`src/rtl/pipeline_pkg.sv`:
```
`default_nettype none
// ============================================================================
// Module      : pipeline_pkg
// Description : Shared pipeline definitions: operand-forward select codes and
//               the bit layout of a tracked destination-register entry.
// Revision    : 1.0 - initial release
// ============================================================================
package pipeline_pkg;

  // Operand-mux select codes, in order of data age at the ALU input
  localparam logic [1:0] FWD_SEL_RF   = 2'd0;  // register file
  localparam logic [1:0] FWD_SEL_MEM  = 2'd1;  // EX/MEM ALU result
  localparam logic [1:0] FWD_SEL_WB   = 2'd2;  // MEM/WB result
  localparam logic [1:0] FWD_SEL_POST = 2'd3;  // post-WB holding register

  // Tracked entry layout: {rd, is_load, wr_en, valid}, rd in the top bits
  localparam int ENT_VALID   = 0;
  localparam int ENT_WR_EN   = 1;
  localparam int ENT_IS_LOAD = 2;
  localparam int ENT_RD_LSB  = 3;

  // Total entry width for a given register-address width
  function automatic int entry_width(input int rd_bits);
    return rd_bits + ENT_RD_LSB;
  endfunction

endpackage
`default_nettype wire

```
`src/rtl/fwd_stage_reg.sv`:
```
`default_nettype none
// ============================================================================
// Module      : fwd_stage_reg
// Description : One tracked pipeline entry. Clear wins over load; the entry
//               holds its value when neither is asserted.
// Revision    : 1.0 - initial release
// ============================================================================
module fwd_stage_reg #(
  parameter int WIDTH = 7
) (
  input  logic             clock,
  input  logic             reset,
  input  logic             load,
  input  logic             clear,
  input  logic [WIDTH-1:0] entry_in,
  output logic [WIDTH-1:0] entry_out
);

  logic [WIDTH-1:0] entry_q;
  logic [WIDTH-1:0] entry_d;

  // Next entry: clear kills, load captures, otherwise hold
  always_comb begin
    entry_d = entry_q;
    if (clear) begin
      entry_d = '0;
    end else if (load) begin
      entry_d = entry_in;
    end
  end

  // Entry register with synchronous reset
  always_ff @(posedge clock) begin
    if (reset) begin
      entry_q <= '0;
    end else begin
      entry_q <= entry_d;
    end
  end

  assign entry_out = entry_q;

endmodule
`default_nettype wire

```
`src/rtl/forward_ctrl.sv`:
```
`default_nettype none
// ============================================================================
// Module      : forward_ctrl
// Description : Operand-forwarding and load-use hazard controller for the
//               execute stage. Tracks EX/MEM/WB destination entries, produces
//               registered 2-bit operand-mux selects and a combinational
//               load-use stall.
//               Option macro FWD_POST_WB_EN: adds the POST entry and enables
//               select 3 for register files without write-through.
// Revision    : 1.0 - initial release
// ============================================================================
module forward_ctrl #(
  parameter int REG_ADDR_BITS = 4
) (
  input  logic                     clock,
  input  logic                     reset,
  input  logic                     id_valid,
  input  logic [REG_ADDR_BITS-1:0] id_rs1,
  input  logic [REG_ADDR_BITS-1:0] id_rs2,
  input  logic                     id_use_rs1,
  input  logic                     id_use_rs2,
  input  logic                     id_wr_en,
  input  logic [REG_ADDR_BITS-1:0] id_rd,
  input  logic                     id_is_load,
  input  logic                     ex_flush,
  output logic                     stall,
  output logic [1:0]               fwd_sel_a,
  output logic [1:0]               fwd_sel_b
);

  import pipeline_pkg::*;

  localparam int ENT_W = entry_width(REG_ADDR_BITS);

`ifdef FWD_POST_WB_EN
  localparam bit POST_EN = 1'b1;
`else
  localparam bit POST_EN = 1'b0;
`endif

  // An entry produces r when it is a live writer of r; r0 never forwards
  function automatic logic produces(
    input logic                     valid,
    input logic                     wr_en,
    input logic [REG_ADDR_BITS-1:0] rd,
    input logic [REG_ADDR_BITS-1:0] r
  );
    return valid & wr_en & (rd == r) & (r != '0);
  endfunction

  // Youngest producer wins; an unused source always reads the register file
  function automatic logic [1:0] pick_sel(
    input logic use_bit,
    input logic hit_ex,
    input logic hit_mem,
    input logic hit_wb
  );
    logic [1:0] sel;
    sel = FWD_SEL_RF;
    if (use_bit) begin
      if (hit_ex) begin
        sel = FWD_SEL_MEM;
      end else if (hit_mem) begin
        sel = FWD_SEL_WB;
      end else if (POST_EN && hit_wb) begin
        sel = FWD_SEL_POST;
      end
    end
    return sel;
  endfunction

  logic [ENT_W-1:0]         ex_q;
  logic [ENT_W-1:0]         mem_q;
  logic [ENT_W-1:0]         wb_q;
  logic [ENT_W-1:0]         id_entry;
  logic [REG_ADDR_BITS-1:0] ex_rd;
  logic                     load_hazard;
  logic                     issue;

  logic [REG_ADDR_BITS-1:0] src_rs  [2];
  logic                     src_use [2];
  logic [1:0]               src_sel [2];

  logic [1:0]               fwd_sel_a_q;
  logic [1:0]               fwd_sel_a_d;
  logic [1:0]               fwd_sel_b_q;
  logic [1:0]               fwd_sel_b_d;

  assign ex_rd = ex_q[ENT_RD_LSB +: REG_ADDR_BITS];

  // Load-use hazard: a load in EX whose rd a valid ID instruction reads
  always_comb begin
    load_hazard = id_valid & ex_q[ENT_VALID] & ex_q[ENT_IS_LOAD] &
                  ex_q[ENT_WR_EN] & (ex_rd != '0) &
                  ((id_use_rs1 & (id_rs1 == ex_rd)) |
                   (id_use_rs2 & (id_rs2 == ex_rd)));
  end

  // Flush overrides stall; only a surviving ID instruction enters EX
  assign stall = load_hazard & ~ex_flush;
  assign issue = id_valid & ~stall & ~ex_flush;

  // Decode-stage entry as it will appear in EX
  always_comb begin
    id_entry                                = '0;
    id_entry[ENT_VALID]                     = issue;
    id_entry[ENT_WR_EN]                     = id_wr_en;
    id_entry[ENT_IS_LOAD]                   = id_is_load;
    id_entry[ENT_RD_LSB +: REG_ADDR_BITS]   = id_rd;
  end

  // Stage tracking: EX takes ID (or a bubble), flush kills what leaves EX
  fwd_stage_reg #(.WIDTH(ENT_W)) u_ex (
    .clock     (clock),
    .reset     (reset),
    .load      (1'b1),
    .clear     (1'b0),
    .entry_in  (id_entry),
    .entry_out (ex_q)
  );

  fwd_stage_reg #(.WIDTH(ENT_W)) u_mem (
    .clock     (clock),
    .reset     (reset),
    .load      (1'b1),
    .clear     (ex_flush),
    .entry_in  (ex_q),
    .entry_out (mem_q)
  );

  fwd_stage_reg #(.WIDTH(ENT_W)) u_wb (
    .clock     (clock),
    .reset     (reset),
    .load      (1'b1),
    .clear     (1'b0),
    .entry_in  (mem_q),
    .entry_out (wb_q)
  );

`ifdef FWD_POST_WB_EN
  // POST mirrors the holding register that feeds select 3
  logic [ENT_W-1:0] post_q;
  logic             unused_post;

  fwd_stage_reg #(.WIDTH(ENT_W)) u_post (
    .clock     (clock),
    .reset     (reset),
    .load      (1'b1),
    .clear     (1'b0),
    .entry_in  (wb_q),
    .entry_out (post_q)
  );

  assign unused_post = ^post_q;
`else
  logic unused_wb_load;
  assign unused_wb_load = wb_q[ENT_IS_LOAD];
`endif

  assign src_rs[0]  = id_rs1;
  assign src_rs[1]  = id_rs2;
  assign src_use[0] = id_use_rs1;
  assign src_use[1] = id_use_rs2;

  // Per-source comparison against each tracked stage
  for (genvar s = 0; s < 2; s++) begin : g_src
    logic hit_ex;
    logic hit_mem;
    logic hit_wb;

    assign hit_ex  = produces(ex_q[ENT_VALID],  ex_q[ENT_WR_EN],
                              ex_q[ENT_RD_LSB +: REG_ADDR_BITS],  src_rs[s]);
    assign hit_mem = produces(mem_q[ENT_VALID], mem_q[ENT_WR_EN],
                              mem_q[ENT_RD_LSB +: REG_ADDR_BITS], src_rs[s]);
    assign hit_wb  = produces(wb_q[ENT_VALID],  wb_q[ENT_WR_EN],
                              wb_q[ENT_RD_LSB +: REG_ADDR_BITS],  src_rs[s]);
    assign src_sel[s] = pick_sel(src_use[s], hit_ex, hit_mem, hit_wb);
  end

  // Next selects: bubbles (invalid, stall, flush) read the register file
  always_comb begin
    fwd_sel_a_d = FWD_SEL_RF;
    fwd_sel_b_d = FWD_SEL_RF;
    if (issue) begin
      fwd_sel_a_d = src_sel[0];
      fwd_sel_b_d = src_sel[1];
    end
  end

  // Select registers, presented during the instruction's EX cycle
  always_ff @(posedge clock) begin
    if (reset) begin
      fwd_sel_a_q <= FWD_SEL_RF;
      fwd_sel_b_q <= FWD_SEL_RF;
    end else begin
      fwd_sel_a_q <= fwd_sel_a_d;
      fwd_sel_b_q <= fwd_sel_b_d;
    end
  end

  assign fwd_sel_a = fwd_sel_a_q;
  assign fwd_sel_b = fwd_sel_b_q;

endmodule
`default_nettype wire

```
`config.mk`:
```
export PLATFORM = sky130hd
export DESIGN_NAME = forward_ctrl
export DESIGN_NICKNAME = d
export VERILOG_FILES = /design/src/rtl/pipeline_pkg.sv /design/src/rtl/fwd_stage_reg.sv /design/src/rtl/forward_ctrl.sv
export SDC_FILE = /design/constraint.sdc
export NUM_CORES = 1
export LEC_CHECK = 0
export BUFFER_PORTS_ARGS = -buffer_cell sky130_fd_sc_hd__buf_2
export CORE_UTILIZATION = 52
export CTS_CLUSTER_DIAMETER = 80
export DETAILED_ROUTE_END_ITERATION = 12
export GPL_TIMING_DRIVEN = 1
export PLACE_DENSITY = 0.82
export SYNTH_ARGS = -nofsm -noshare
export SYNTH_HDL_FRONTEND = slang
export SYNTH_SLANG_ARGS = --single-unit
```
`constraint.sdc`:
```
create_clock -name clock -period 5.15 [get_ports clock]
set_input_delay 1.545 -clock clock [delete_from_list [all_inputs] [get_ports clock]]
set_output_delay 1.545 -clock clock [all_outputs]
set_load 0.05 [all_outputs]
```
==> flow_summary.ini <==
[global_routing]
grtUsageTotal_pct = 21.09
grt_max_degree = 11
grt-ovfl-total = 0
grt_pass1_wl_mm = 2.228
grt_pass1_vias = 524
antenna_found_initial = 0

[sta]
slew_violations = 0
rsz0062_at_grt = no
finalCritPeriodShare_pct = 86.83
timing_hold_violations_final = 0
slew_headroom_pct = 63.69
worst_hold_slack_ns = 0.5466
fin_skew_ns = 0.004061
worst_slew_pin_slew_ns = 0.5406
tns_ns = 0
period_minus_slack_ns = 4.472
max_freq_ghz = 0.2236
setup_viol = 0

[routing]
viasPerCell = 5.793
drc = 0
drt_iter0_markers = 10
routedWlPerCell_um = 13.24
first_pass_iters = 4
routed_wl_mm = 1.536
postRouteAntennaNets = 0
vias = 672

[cts]
cts_resized = 0
clk_path_buf_depth = 2
cts_hold_buf = 0
cts_sinks = 17
cts_root_buffer = clkbuf_4
cts_setup_buffers = 0
cts_buffers = 3
cts_tree = built
htree_num_levels = 1
clkTransAtPathRegs_ns = 0.09
clk-insertion-delay-late_ns = 0.29

[pwr]
leakagePower_nw = 0.3869
ir_worst_vdd_uv = 167.2
p_per_area_mw_per_mm2 = 250.6

[yosys]
syn-cell-area_um2 = 785.8
ys_seq_area_share_pct = 43.31
yosys-mux-area-fraction_pct = 0
yosys.area_share.adder_pct = 0
syn_nets = 93
synth_top_family_by_area = simple AND/OR/NAND/NOR gates
yosys.area_share.xor_xnor_pct = 17.83
syn_inst = 73
synth_cell_types = 24
yosys_register_bits = 17
synth_compound_area_share_pct = 7.325
avgSynthCellArea_um2 = 10.76
synthSimpleGateAreaFrac_pct = 31.53
ys_warn_count = 0

[floorplanning]
ioPinCount = 25
die_height_um = 40.87
coreArea_mm2 = 0.001350
rows = 13
start_util_pct = 58.20
die_w_um = 40.87
die_area_mm2 = 0.001670

[finish]
layout-drive-gt1-share_pct = 33.66
multi_input_area_um2 = 445.4
syn2layout_area_growth_pct = 21.02
mostFrequentLayoutCell = buf_2
num_antenna_cells = 0
layout.nets = 122
post-route-util_pct = 70.44
n_fill_cell = 110
final_cell_mix = 24 x buf_2, 17 x dfxtp_1, 9 x xor2_1
final-seq-area_um2 = 340.3

[critical_path]
endpoint_kind = primary output
cp.required_ns = 3.61
slowest_stage = nor4_2
crit_fanout = 4
cp_cell_sequence = buf_2, xor2_1, nor4_2, a22o_4, and2_1, buf_2
cp_common_cell = buf_2
arrival_ns = 2.93
startpoint_type = primary input
crit_type = in2out
cpPeakStageDelay_ns = 0.49

[place]
io_buffers = 24
place.gp.congestion = 0.7958
dp_hpwl_mm = 1.233

[min_path]
hold_class = reg2reg

[job]
maxCapViolCount = 0

[run_status]
status = completed
[sequential cells by signal, indices dropped and copies added (netlist names)]
register / cells
u_mem.entry_out: 6
fwd_sel_a: 2
fwd_sel_b: 2
u_ex.entry_out: 7
[synth_stat cells (all sizes together)]
library cell,n,area (um2)
nor3,1,5.000
a2111oi,1,15.01
nand2,1,3.750
or4,1,7.510
nor4,4,43.80
nor2,2,7.510
a32o,1,10.01
nand3,3,15.01
nand4,4,25.02
dfxtp,17,340.3
and4,1,8.760
and4b,1,10.01
a22o,1,17.52
nand4b,1,8.760
xnor2,7,61.31
nor2b,6,37.54
a211oi,2,15.01
or3,1,6.260
xor2,9,78.83
nor4b,2,23.77
and2,7,45.05
[report_power, final]
part           switching [W]  leakage (nW)  internal [W]
clock network      0.0000378        0.0150     0.0000301
registers         0.00000459         0.139      0.000135
logic              0.0000148         0.233     0.0000156
[worst paths after layout]
kind | slack (ns) | start | to | cells after the start
worst min-delay path | 0.55 | u_ex.entry_out[0] | u_mem.entry_out[0] | 1
worst max register to register | 3.58 | u_ex.entry_out[1] | fwd_sel_a[1] | 4
worst min register to register | 0.55 | u_ex.entry_out[0] | u_mem.entry_out[0] | 1
worst max-delay path | 0.68 | id_rs2[3] | stall | 6
[final cells by class]
type	instances	share of cell area (%)
timing repair buffer	24	12.63
clock buffer	4	2.763
multi-input combinational	56	46.84
tap	15	1.974
sequential	17	35.79
[worst max-delay path, delay by kind of cell]
| kind | cells | cell delay, ns |
|---|---|---|
| compound gates | 1 | 0.24 |
| xor+xnor | 1 | 0.16 |
| buf+inv | 2 | 0.37 |
| simple gates | 2 | 0.60 |
[cell families (layout without fill, tap and decap cells)]
kind of cell,Yosys count,in the layout
AND/OR/NAND/NOR,35,35
flip-flops,17,17
XOR/XNOR,16,16
AO/OA/AOI/OAI,5,5
buffers and inverters,0,28
[per-stage QoR]
| step | total power [W] | instance area (um2) | setup slack [ns] | std cells |
|---|---|---|---|---|
| after floorplan | 0.0001585 | 785.8 | 0.8784 | 73 |
| after global placement | 0.0001719 | 924.6 | 0.7494 | 112 |
| after detailed placement | 0.0001732 | 924.6 | 0.7074 | 112 |
| after CTS | 0.0002408 | 950.9 | 0.6788 | 116 |
| after global routing | 0.0002475 | 950.9 | 0.5873 | 116 |
| final | 0.0002383 | 950.9 | 0.6780 | 116 |
[metal layers]
layer	routed length (um)	track usage, %	vias up
met1	657	23.15	311
li1	-	-	325
met4	36	13.33	0
met5	0	0	-
met3	100	7.609	6
met2	741	33.98	30
Note: power is estimated with default switching activity, not from simulation.
